<file path="config.mk">
export PLATFORM = sky130hd
export DESIGN_NAME = vga_frame_out_flat
export DESIGN_NICKNAME = d
export VERILOG_FILES = /design/src/rtl/vga_frame_out_if.sv /design/src/rtl/vga_frame_out.sv /design/src/flat_wrapper.sv
export SDC_FILE = /design/constraint.sdc
export NUM_CORES = 1
export LEC_CHECK = 0
export CAP_MARGIN = 20
export CORE_ASPECT_RATIO = 1.4
export CORE_MARGIN = 2
export CORE_UTILIZATION = 34
export CTS_BUF_LIST = sky130_fd_sc_hd__clkbuf_16
export CTS_CLUSTER_SIZE = 40
export DETAILED_ROUTE_END_ITERATION = 6
export DONT_BUFFER_PORTS = 1
export HOLD_SLACK_MARGIN = 0.15
export PLACE_DENSITY_LB_ADDON = 0.1
export SYNTH_ARGS = -nofsm -noshare
export SYNTH_HDL_FRONTEND = slang
export SYNTH_SLANG_ARGS = --single-unit
</file>
<file path="constraint.sdc">
create_clock -name clk -period 2.2 [get_ports clk]
set_clock_uncertainty 0.05 [all_clocks]
set_input_delay 0.33 -clock clk [delete_from_list [all_inputs] [get_ports clk]]
set_output_delay 0.33 -clock clk [all_outputs]
set_load 0.03 [all_outputs]
</file>
<file path="src/rtl/vga_frame_out_if.sv">
`default_nettype none
// ============================================================================
//  Module      : vga_frame_out_if
//  Description : Pixel-coordinate / colour bundle between the raster output
//                stage (master) and the object mux plus DAC pins (slave).
//                testPattern exists only when VGA_TEST_PATTERN_EN is defined.
//  Revision    : 1.0 - initial release
// ============================================================================
interface vga_frame_out_if;
    logic [10:0] pixelX;
    logic [10:0] pixelY;
    logic        startOfFrame;
    logic [7:0]  RGBIn;
    logic [7:0]  red;
    logic [7:0]  green;
    logic [7:0]  blue;
    logic        hSync;
    logic        vSync;
    logic        blankN;
`ifdef VGA_TEST_PATTERN_EN
    logic        testPattern;
`endif

    // Output stage side: owns the counters and the DAC pins
    modport master (
        output pixelX, pixelY, startOfFrame,
        output red, green, blue, hSync, vSync, blankN,
`ifdef VGA_TEST_PATTERN_EN
        input  testPattern,
`endif
        input  RGBIn
    );

    // Mux / connector side
    modport slave (
        input  pixelX, pixelY, startOfFrame,
        input  red, green, blue, hSync, vSync, blankN,
`ifdef VGA_TEST_PATTERN_EN
        output testPattern,
`endif
        output RGBIn
    );
endinterface
`default_nettype wire

</file>
<file path="src/rtl/vga_frame_out.sv">
`default_nettype none
// ============================================================================
//  Module      : vga_frame_out
//  Description : Final VGA output stage. Owns the raster counters, publishes
//                pixelX/pixelY, delays active/hsync/vsync to line up with the
//                mux's registered RGB332 pixel and expands it to 8:8:8.
//                Optional colour-bar generator: VGA_TEST_PATTERN_EN.
//  Revision    : 1.0 - initial release
// ============================================================================
module vga_frame_out #(
    parameter int H_ACTIVE    = 640,
    parameter int H_FP        = 16,
    parameter int H_SYNC      = 96,
    parameter int H_BP        = 48,
    parameter int V_ACTIVE    = 480,
    parameter int V_FP        = 10,
    parameter int V_SYNC      = 2,
    parameter int V_BP        = 33,
    parameter int MUX_LATENCY = 1
) (
    input  logic            clk,
    input  logic            reset,
    vga_frame_out_if.master bus
);

    localparam int c_h_total = H_ACTIVE + H_FP + H_SYNC + H_BP;
    localparam int c_v_total = V_ACTIVE + V_FP + V_SYNC + V_BP;

    localparam logic [10:0] c_x_last     = 11'(c_h_total - 1);
    localparam logic [10:0] c_y_last     = 11'(c_v_total - 1);
    localparam logic [10:0] c_h_active   = 11'(H_ACTIVE);
    localparam logic [10:0] c_v_active   = 11'(V_ACTIVE);
    localparam logic [10:0] c_hs_first   = 11'(H_ACTIVE + H_FP);
    localparam logic [10:0] c_hs_last    = 11'(H_ACTIVE + H_FP + H_SYNC - 1);
    localparam logic [10:0] c_vs_first   = 11'(V_ACTIVE + V_FP);
    localparam logic [10:0] c_vs_last    = 11'(V_ACTIVE + V_FP + V_SYNC - 1);
    localparam int          c_bar_width  = 80;

    logic [10:0] r_x;
    logic [10:0] r_y;
    logic        r_sof;

    logic        w_active;
    logic        w_hs;
    logic        w_vs;

    logic [MUX_LATENCY-1:0] r_act_dly;
    logic [MUX_LATENCY-1:0] r_hs_dly;
    logic [MUX_LATENCY-1:0] r_vs_dly;

    logic [7:0]  w_red;
    logic [7:0]  w_green;
    logic [7:0]  w_blue;

    logic [7:0]  r_red;
    logic [7:0]  r_green;
    logic [7:0]  r_blue;
    logic        r_hsync;
    logic        r_vsync;
    logic        r_blank_n;

    // Raster counters; startOfFrame flags the (0,0) reached by a wrap only
    always_ff @(posedge clk or posedge reset) begin
        if (reset) begin
            r_x   <= 11'd0;
            r_y   <= 11'd0;
            r_sof <= 1'b0;
        end else begin
            r_sof <= (r_x == c_x_last) && (r_y == c_y_last);
            if (r_x == c_x_last) begin
                r_x <= 11'd0;
                r_y <= (r_y == c_y_last) ? 11'd0 : r_y + 11'd1;
            end else begin
                r_x <= r_x + 11'd1;
            end
        end
    end

    // Raw timing decoded from the current counter values
    always_comb begin
        w_active = (r_x < c_h_active) && (r_y < c_v_active);
        w_hs     = (r_x >= c_hs_first) && (r_x <= c_hs_last);
        w_vs     = (r_y >= c_vs_first) && (r_y <= c_vs_last);
    end

    // Delay lines matching the object mux latency; stage [MUX_LATENCY-1]
    // lines up with the RGBIn that belongs to the same coordinate
    always_ff @(posedge clk or posedge reset) begin
        if (reset) begin
            r_act_dly <= '0;
            r_hs_dly  <= '0;
            r_vs_dly  <= '0;
        end else begin
            for (int i = MUX_LATENCY - 1; i > 0; i--) begin
                r_act_dly[i] <= r_act_dly[i-1];
                r_hs_dly[i]  <= r_hs_dly[i-1];
                r_vs_dly[i]  <= r_vs_dly[i-1];
            end
            r_act_dly[0] <= w_active;
            r_hs_dly[0]  <= w_hs;
            r_vs_dly[0]  <= w_vs;
        end
    end

`ifdef VGA_TEST_PATTERN_EN
    logic [2:0] w_bar;
    logic [2:0] r_bar_dly [MUX_LATENCY];
    logic [2:0] w_bar_rgb;

    // Bar index = x / 80, built from threshold compares instead of a divider
    always_comb begin
        w_bar = 3'd0;
        for (int k = 1; k < 8; k++) begin
            if (r_x >= 11'(k * c_bar_width)) begin
                w_bar = 3'(k);
            end
        end
    end

    // Bar index follows the same delay as the active flag
    always_ff @(posedge clk or posedge reset) begin
        if (reset) begin
            for (int i = 0; i < MUX_LATENCY; i++) begin
                r_bar_dly[i] <= 3'd0;
            end
        end else begin
            for (int i = MUX_LATENCY - 1; i > 0; i--) begin
                r_bar_dly[i] <= r_bar_dly[i-1];
            end
            r_bar_dly[0] <= w_bar;
        end
    end

    // Bar colour as {R,G,B} on/off: white, yellow, cyan, green, magenta, red, blue, black
    always_comb begin
        w_bar_rgb = 3'b000;
        case (r_bar_dly[MUX_LATENCY-1])
            3'd0:    w_bar_rgb = 3'b111;
            3'd1:    w_bar_rgb = 3'b110;
            3'd2:    w_bar_rgb = 3'b011;
            3'd3:    w_bar_rgb = 3'b010;
            3'd4:    w_bar_rgb = 3'b101;
            3'd5:    w_bar_rgb = 3'b100;
            3'd6:    w_bar_rgb = 3'b001;
            default: w_bar_rgb = 3'b000;
        endcase
    end
`endif

    // Next colour: RGB332 replicated to 8 bits, forced black outside the active area
    always_comb begin
        w_red   = 8'h00;
        w_green = 8'h00;
        w_blue  = 8'h00;
        if (r_act_dly[MUX_LATENCY-1]) begin
`ifdef VGA_TEST_PATTERN_EN
            if (bus.testPattern) begin
                w_red   = {8{w_bar_rgb[2]}};
                w_green = {8{w_bar_rgb[1]}};
                w_blue  = {8{w_bar_rgb[0]}};
            end else begin
                w_red   = {bus.RGBIn[7:5], bus.RGBIn[7:5], bus.RGBIn[7:6]};
                w_green = {bus.RGBIn[4:2], bus.RGBIn[4:2], bus.RGBIn[4:3]};
                w_blue  = {4{bus.RGBIn[1:0]}};
            end
`else
            w_red   = {bus.RGBIn[7:5], bus.RGBIn[7:5], bus.RGBIn[7:6]};
            w_green = {bus.RGBIn[4:2], bus.RGBIn[4:2], bus.RGBIn[4:3]};
            w_blue  = {4{bus.RGBIn[1:0]}};
`endif
        end
    end

    // Output register: colour, syncs (active-low) and blank leave together
    always_ff @(posedge clk or posedge reset) begin
        if (reset) begin
            r_red     <= 8'h00;
            r_green   <= 8'h00;
            r_blue    <= 8'h00;
            r_hsync   <= 1'b1;
            r_vsync   <= 1'b1;
            r_blank_n <= 1'b0;
        end else begin
            r_red     <= w_red;
            r_green   <= w_green;
            r_blue    <= w_blue;
            r_hsync   <= ~r_hs_dly[MUX_LATENCY-1];
            r_vsync   <= ~r_vs_dly[MUX_LATENCY-1];
            r_blank_n <= r_act_dly[MUX_LATENCY-1];
        end
    end

    assign bus.pixelX       = r_x;
    assign bus.pixelY       = r_y;
    assign bus.startOfFrame = r_sof;
    assign bus.red          = r_red;
    assign bus.green        = r_green;
    assign bus.blue         = r_blue;
    assign bus.hSync        = r_hsync;
    assign bus.vSync        = r_vsync;
    assign bus.blankN       = r_blank_n;

endmodule
`default_nettype wire

</file>
<file path="src/flat_wrapper.sv">
// flat-port wrapper written by rule: the top's interface ports become plain ports
module vga_frame_out_flat 
#(
    parameter int H_ACTIVE    = 640,
    parameter int H_FP        = 16,
    parameter int H_SYNC      = 96,
    parameter int H_BP        = 48,
    parameter int V_ACTIVE    = 480,
    parameter int V_FP        = 10,
    parameter int V_SYNC      = 2,
    parameter int V_BP        = 33,
    parameter int MUX_LATENCY = 1
)
  (clk, reset, bus_pixelX, bus_pixelY, bus_startOfFrame, bus_red, bus_green, bus_blue, bus_hSync, bus_vSync, bus_blankN, bus_RGBIn);
  vga_frame_out_if bus_i ();
  input  logic clk;
  input  logic reset;
  output wire logic [$bits(bus_i.pixelX)-1:0] bus_pixelX;
  output wire logic [$bits(bus_i.pixelY)-1:0] bus_pixelY;
  output wire logic [$bits(bus_i.startOfFrame)-1:0] bus_startOfFrame;
  output wire logic [$bits(bus_i.red)-1:0] bus_red;
  output wire logic [$bits(bus_i.green)-1:0] bus_green;
  output wire logic [$bits(bus_i.blue)-1:0] bus_blue;
  output wire logic [$bits(bus_i.hSync)-1:0] bus_hSync;
  output wire logic [$bits(bus_i.vSync)-1:0] bus_vSync;
  output wire logic [$bits(bus_i.blankN)-1:0] bus_blankN;
  input wire logic [$bits(bus_i.RGBIn)-1:0] bus_RGBIn;
  assign bus_pixelX = bus_i.pixelX;
  assign bus_pixelY = bus_i.pixelY;
  assign bus_startOfFrame = bus_i.startOfFrame;
  assign bus_red = bus_i.red;
  assign bus_green = bus_i.green;
  assign bus_blue = bus_i.blue;
  assign bus_hSync = bus_i.hSync;
  assign bus_vSync = bus_i.vSync;
  assign bus_blankN = bus_i.blankN;
  assign bus_i.RGBIn = bus_RGBIn;
  vga_frame_out #(.H_ACTIVE(H_ACTIVE), .H_FP(H_FP), .H_SYNC(H_SYNC), .H_BP(H_BP), .V_ACTIVE(V_ACTIVE), .V_FP(V_FP), .V_SYNC(V_SYNC), .V_BP(V_BP), .MUX_LATENCY(MUX_LATENCY)) u_core (.clk(clk), .reset(reset), .bus(bus_i));
endmodule
</file>
# Yosys cells after proc, flatten, opt, wreduce, memory -nomap -nowiden
# Index checks and enable logic that the tools add are counted.
# totals
register_bits	53
in_bits	10
output_inout_bits	50
# op_classes
addsub	2
n_lt_le_gt_ge	6
eq_ne	2
n_mux	5
bitwise_logic	2
n_reduce_logical	4
# op_table
operator	count
2-to-1 mux 8 bit	3
adder 11 x 1 -> 11 bit (second input constant)	2
== test 11 x 10 -> 1 bit (second input constant)	2
2-to-1 mux 11 bit	2
greater-or-equal comparator 11 x 10 -> 1 bit (second input constant)	1
greater-or-equal comparator 11 x 9 -> 1 bit (second input constant)	1
<= comparator 11 x 10 -> 1 bit (second input constant)	1
<= comparator 11 x 9 -> 1 bit (second input constant)	1
< comparator 11 x 10 -> 1 bit (second input constant)	1
< comparator 11 x 9 -> 1 bit (second input constant)	1
logical AND 1 bit	4
NOT 1 bit	2

# Longest topological paths before layout
# logic_depth
ltp_word	2
mapped_depth	7

# Least setup slack after synthesis
# Ideal clock, no wire load.
# synth_timing
kind	reg-to-reg
start	register u_core.r_x[0], in the netlist u_core.bus.pixelX[0]
end	register u_core.r_y[5], in the netlist u_core.bus.pixelY[5]
t_arrival_ps	1680
t_required_ps	2015
slack_ps	334
path_stages_with_launch	8
path_buffers	2
period_less_slack_ps	1866
path_cell_list	dfrtp_1 > ha_1 > and4_4 > and4_1 > buf_6 > buf_12 > nand2_2 > xnor2_2
# synth_between
elab_chain_len	1
# synth_rtl
element	line	rtl
start: declaration	vga_frame_out.sv:39	logic [10:0] r_x;
start signal: assignment	vga_frame_out.sv:74	r_x <= r_x + 11'd1;
== test 11 x 10 -> 1 bit	vga_frame_out.sv:70	if (r_x == c_x_last) begin
end signal: assignment	vga_frame_out.sv:72	r_y <= (r_y == c_y_last) ? 11'd0 : r_y + 11'd1;
end: declaration	vga_frame_out.sv:40	logic [10:0] r_y;
# No other way between the ends.
# A chain may end at the register's enable or synchronous reset.

# Worst setup path in the final report
# layout_timing
start	register u_core.r_x[0], in the netlist u_core.bus.pixelX[0]
end	register u_core.r_y[7], in the netlist u_core.bus.pixelY[7]
# Same word-level chain as after synthesis.

==> reports/results.ini <==
[synthesis]
ys_types = 37
syn_inst = 160
synthesis.nets = 175
ys_seq_area_frac = 0.523
synth-seq-cells = 37
synth_area_mm2 = 0.00178
yosysWarnings = 0
syn_avg_cell_area_um2 = 11.1

[timing]
max_slew_margin = 0.478
setup_viol = 0
worst_pin_slew_ns = 0.783
rsz0062_at_grt = no
final.setup.tns_ns = 0
min_period_ns = 1.94
finalWorstSetupSlack_ns = 0.264
post-route-period-util = 0.880
report.final.slew_viol_count = 0
fmax_mhz = 517
hold_violations = 0

[grt]
antenna_found_initial = 0
grt_pass1_wl_mm = 5.87
top_usage_layer = met2
globalRouteMet3Util = 0.0479
gr-usage-met2 = 0.230
use_met1 = 0.153
grt_pass1_vias = 1192
grt.total_usage = 0.135
grt_start_max_net_pins = 37
grt_overflow = 0

[pwr]
p_switching_mw = 0.345
leakagePower_nw = 0.949
intPower_mw = 1.35
p_sw_frac = 0.203
clkPwrFrac = 0.543
seqPwrFrac = 0.427
ir_drop_v = 0.000461
pwr-share-comb = 0.031
powerDensity_mw_per_mm2 = 794

[worst_hold_path]
min-delay-start = u_core.r_vs_dly
timing.hold.worst_endpoint = u_core.bus.vSync
hold_path_depth = 1
hold_class = reg2reg

[critical_path]
path_class = reg2reg
worstPathMaxFanout = 11
cp_data_arrival_time_ns = 2.03
r2r_cells = 5
required_ns = 2.29
end_kind = flip-flop
rr_endpoint = u_core.bus.pixelY[7]
r2r_setup_slack_ns = 0.26
r2r-start = u_core.bus.pixelX[0]
startpoint_type = flip-flop

[placed_design]
dpl.hpwl_mm = 2.60
gp_congestion = 0.746
io_buffers = 0
post-place-ws_ns = 0.271

[routing]
drtPass1Iterations = 4
via_per_inst = 4.84
drt-total-wl_mm = 3.62
detail_route.wl_per_cell_um = 14.8
drcViolationCount = 0
vias = 1185
drtIter0Drc = 40
detail-route-antenna-nets = 0

[clocking]
numCtsBuffers = 5
ctsResizeCount = 0
cts.sinks = 37
cts_root_buf = clkbuf_16
post_cts_buffers = 0
h-tree-depth = 2
tritoncts = built
clock_path_buffers = 2
insertion_delay_ns = 0.28
path_clk_slew_ns = 0.06

[final_layout]
fin_nets = 193
drive_above_1_share = 0.218
layout_commonest_cell = dfrtp_1
area_growth_pct = 20.4
layout_common_cells = dfrtp_1, buf_4, inv_1
antenna_cells = 0

[die]
fp.dieW_um = 65.1
core_mm2 = 0.00512
die-height_um = 89.5
dieArea_mm2 = 0.00582
initial_core_util = 0.347
rows = 31
ios = 60

[job]
cap_violations = 0

[outcome]
status = finished, final reports clean

-- synthesized netlist by cell type --
library cell  instances  area share
o31ai_2               2       0.014
o21ai_1               2      0.0056
and2_1               10       0.035
nor4b_1               1      0.0049
buf_6                 1      0.0063
xor2_1                5       0.025
xnor2_1               8       0.039
ha_1                  5       0.035
a211oi_1              1      0.0042
and3_1                4       0.014
xnor2_2               1      0.0092
inv_1                11       0.023
and3_2                1      0.0042
nor4_2                1      0.0070
buf_4                16       0.068
dfrtp_1              35        0.49
nand3b_1              1      0.0042
o21ai_2               1      0.0049
or3_1                 1      0.0035
nor2b_1               1      0.0035
nand2_4               1      0.0063
o21ai_0               4       0.011
nand2_1               7       0.015
buf_12                1       0.011
a31oi_1               2      0.0070
dfstp_2               2       0.030
nor2_1               10       0.021
nor4_1                1      0.0035
and4_1                2      0.0099
nand4_1               8       0.028
a21oi_1               1      0.0028
nor4bb_1              2       0.011
nand2_2               1      0.0035
o2bb2ai_1             1      0.0049
nand3_1               7       0.020
and4_4                1      0.0063
nand2b_1              1      0.0035
-- sequential cells by signal, summed over array words and instances (netlist names) --
signal,cells
u_core.bus.blankN,1
u_core.bus.blue,2
u_core.bus.green,3
u_core.bus.hSync,1
u_core.bus.pixelX,11
u_core.bus.pixelY,11
u_core.bus.red,3
u_core.bus.startOfFrame,1
u_core.bus.vSync,1
u_core.r_act_dly,1
u_core.r_hs_dly,1
u_core.r_vs_dly,1
-- timing repair --
action | CTS | global route
hold buffers | 9 | 0
endpoints found under the hold margin | 44 | 0
setup endpoints to repair | 0 | 0
-- how the worst max path moves through the flow --
stage / to / depth (start not counted) / startpoint / slack [ns]
after global routing: u_core.bus.pixelY[7] / 5 / u_core.bus.pixelX[1] / 0.16
after global placement: u_core.bus.pixelY[4] / 4 / u_core.bus.pixelY[5] / 0.35
after detailed placement: u_core.bus.pixelY[7] / 5 / u_core.bus.pixelX[0] / 0.27
final: u_core.bus.pixelY[7] / 5 / u_core.bus.pixelX[0] / 0.26
after floorplan: u_core.bus.pixelY[5] / 7 / u_core.bus.pixelX[0] / 0.33
after CTS: u_core.bus.pixelY[7] / 5 / u_core.bus.pixelX[0] / 0.26
-- kinds of logic (layout without fill, tap and decap cells) --
family,Yosys count,count (layout),synth area share
simple gates,61,61,0.205
flops,37,37,0.523
buf+inv,29,48,0.109
compound gates,14,14,0.0550
xor+xnor,14,14,0.0733
fa+ha+maj,5,5,0.0352
-- final cells by class --
cell class	instances	area, um2
inverters	11	41.3
multi-input cells	94	654
flip-flops and latches	37	928
clock inverters	3	65.1
fillers	524	2980
well taps	66	82.6
clock buffers	5	125
repair buffers	29	240
-- routing by layer --
metal	vias up	part of all wire
met5	-	0
met4	0	0.017
met3	4	0.077
met2	37	0.49
met1	585	0.41
li1	559	-
-- through the flow --
stage | std cells | power (mW) | util | hold WS, ns | cell area (um2)
6_report | 245 | 1.70 | 0.417 | 0.297 | 2140
3_5_place_dp | 228 | 0.778 | 0.363 | 0.190 | 1860
5_1_grt | 245 | 1.76 | 0.417 | 0.320 | 2140
2_1_floorplan | 160 | 0.789 | - | 0.287 | 1780
3_3_place_gp | 228 | 0.778 | 0.363 | 0.189 | 1860
4_1_cts | 245 | 1.72 | 0.417 | 0.299 | 2140
-- power by group through the flow --
stage | Combinational (mW) | Clock (mW) | Sequential, mW
2_1_floorplan | 0.0684 | 0 | 0.721
3_3_place_gp | 0.0414 | 0 | 0.736
3_5_place_dp | 0.0417 | 0 | 0.737
4_1_cts | 0.0544 | 0.941 | 0.724
5_1_grt | 0.0580 | 0.972 | 0.726
6_report | 0.0523 | 0.921 | 0.724
-- worst max-delay path: stages, from the launching register on --
cell	delay (ns)
dfrtp_1	0.35
ha_1	0.23
and4_4	0.27
and4_1	0.52
nand4_1	0.20
xnor2_1	0.18
(Power assumes the default switching activity.)
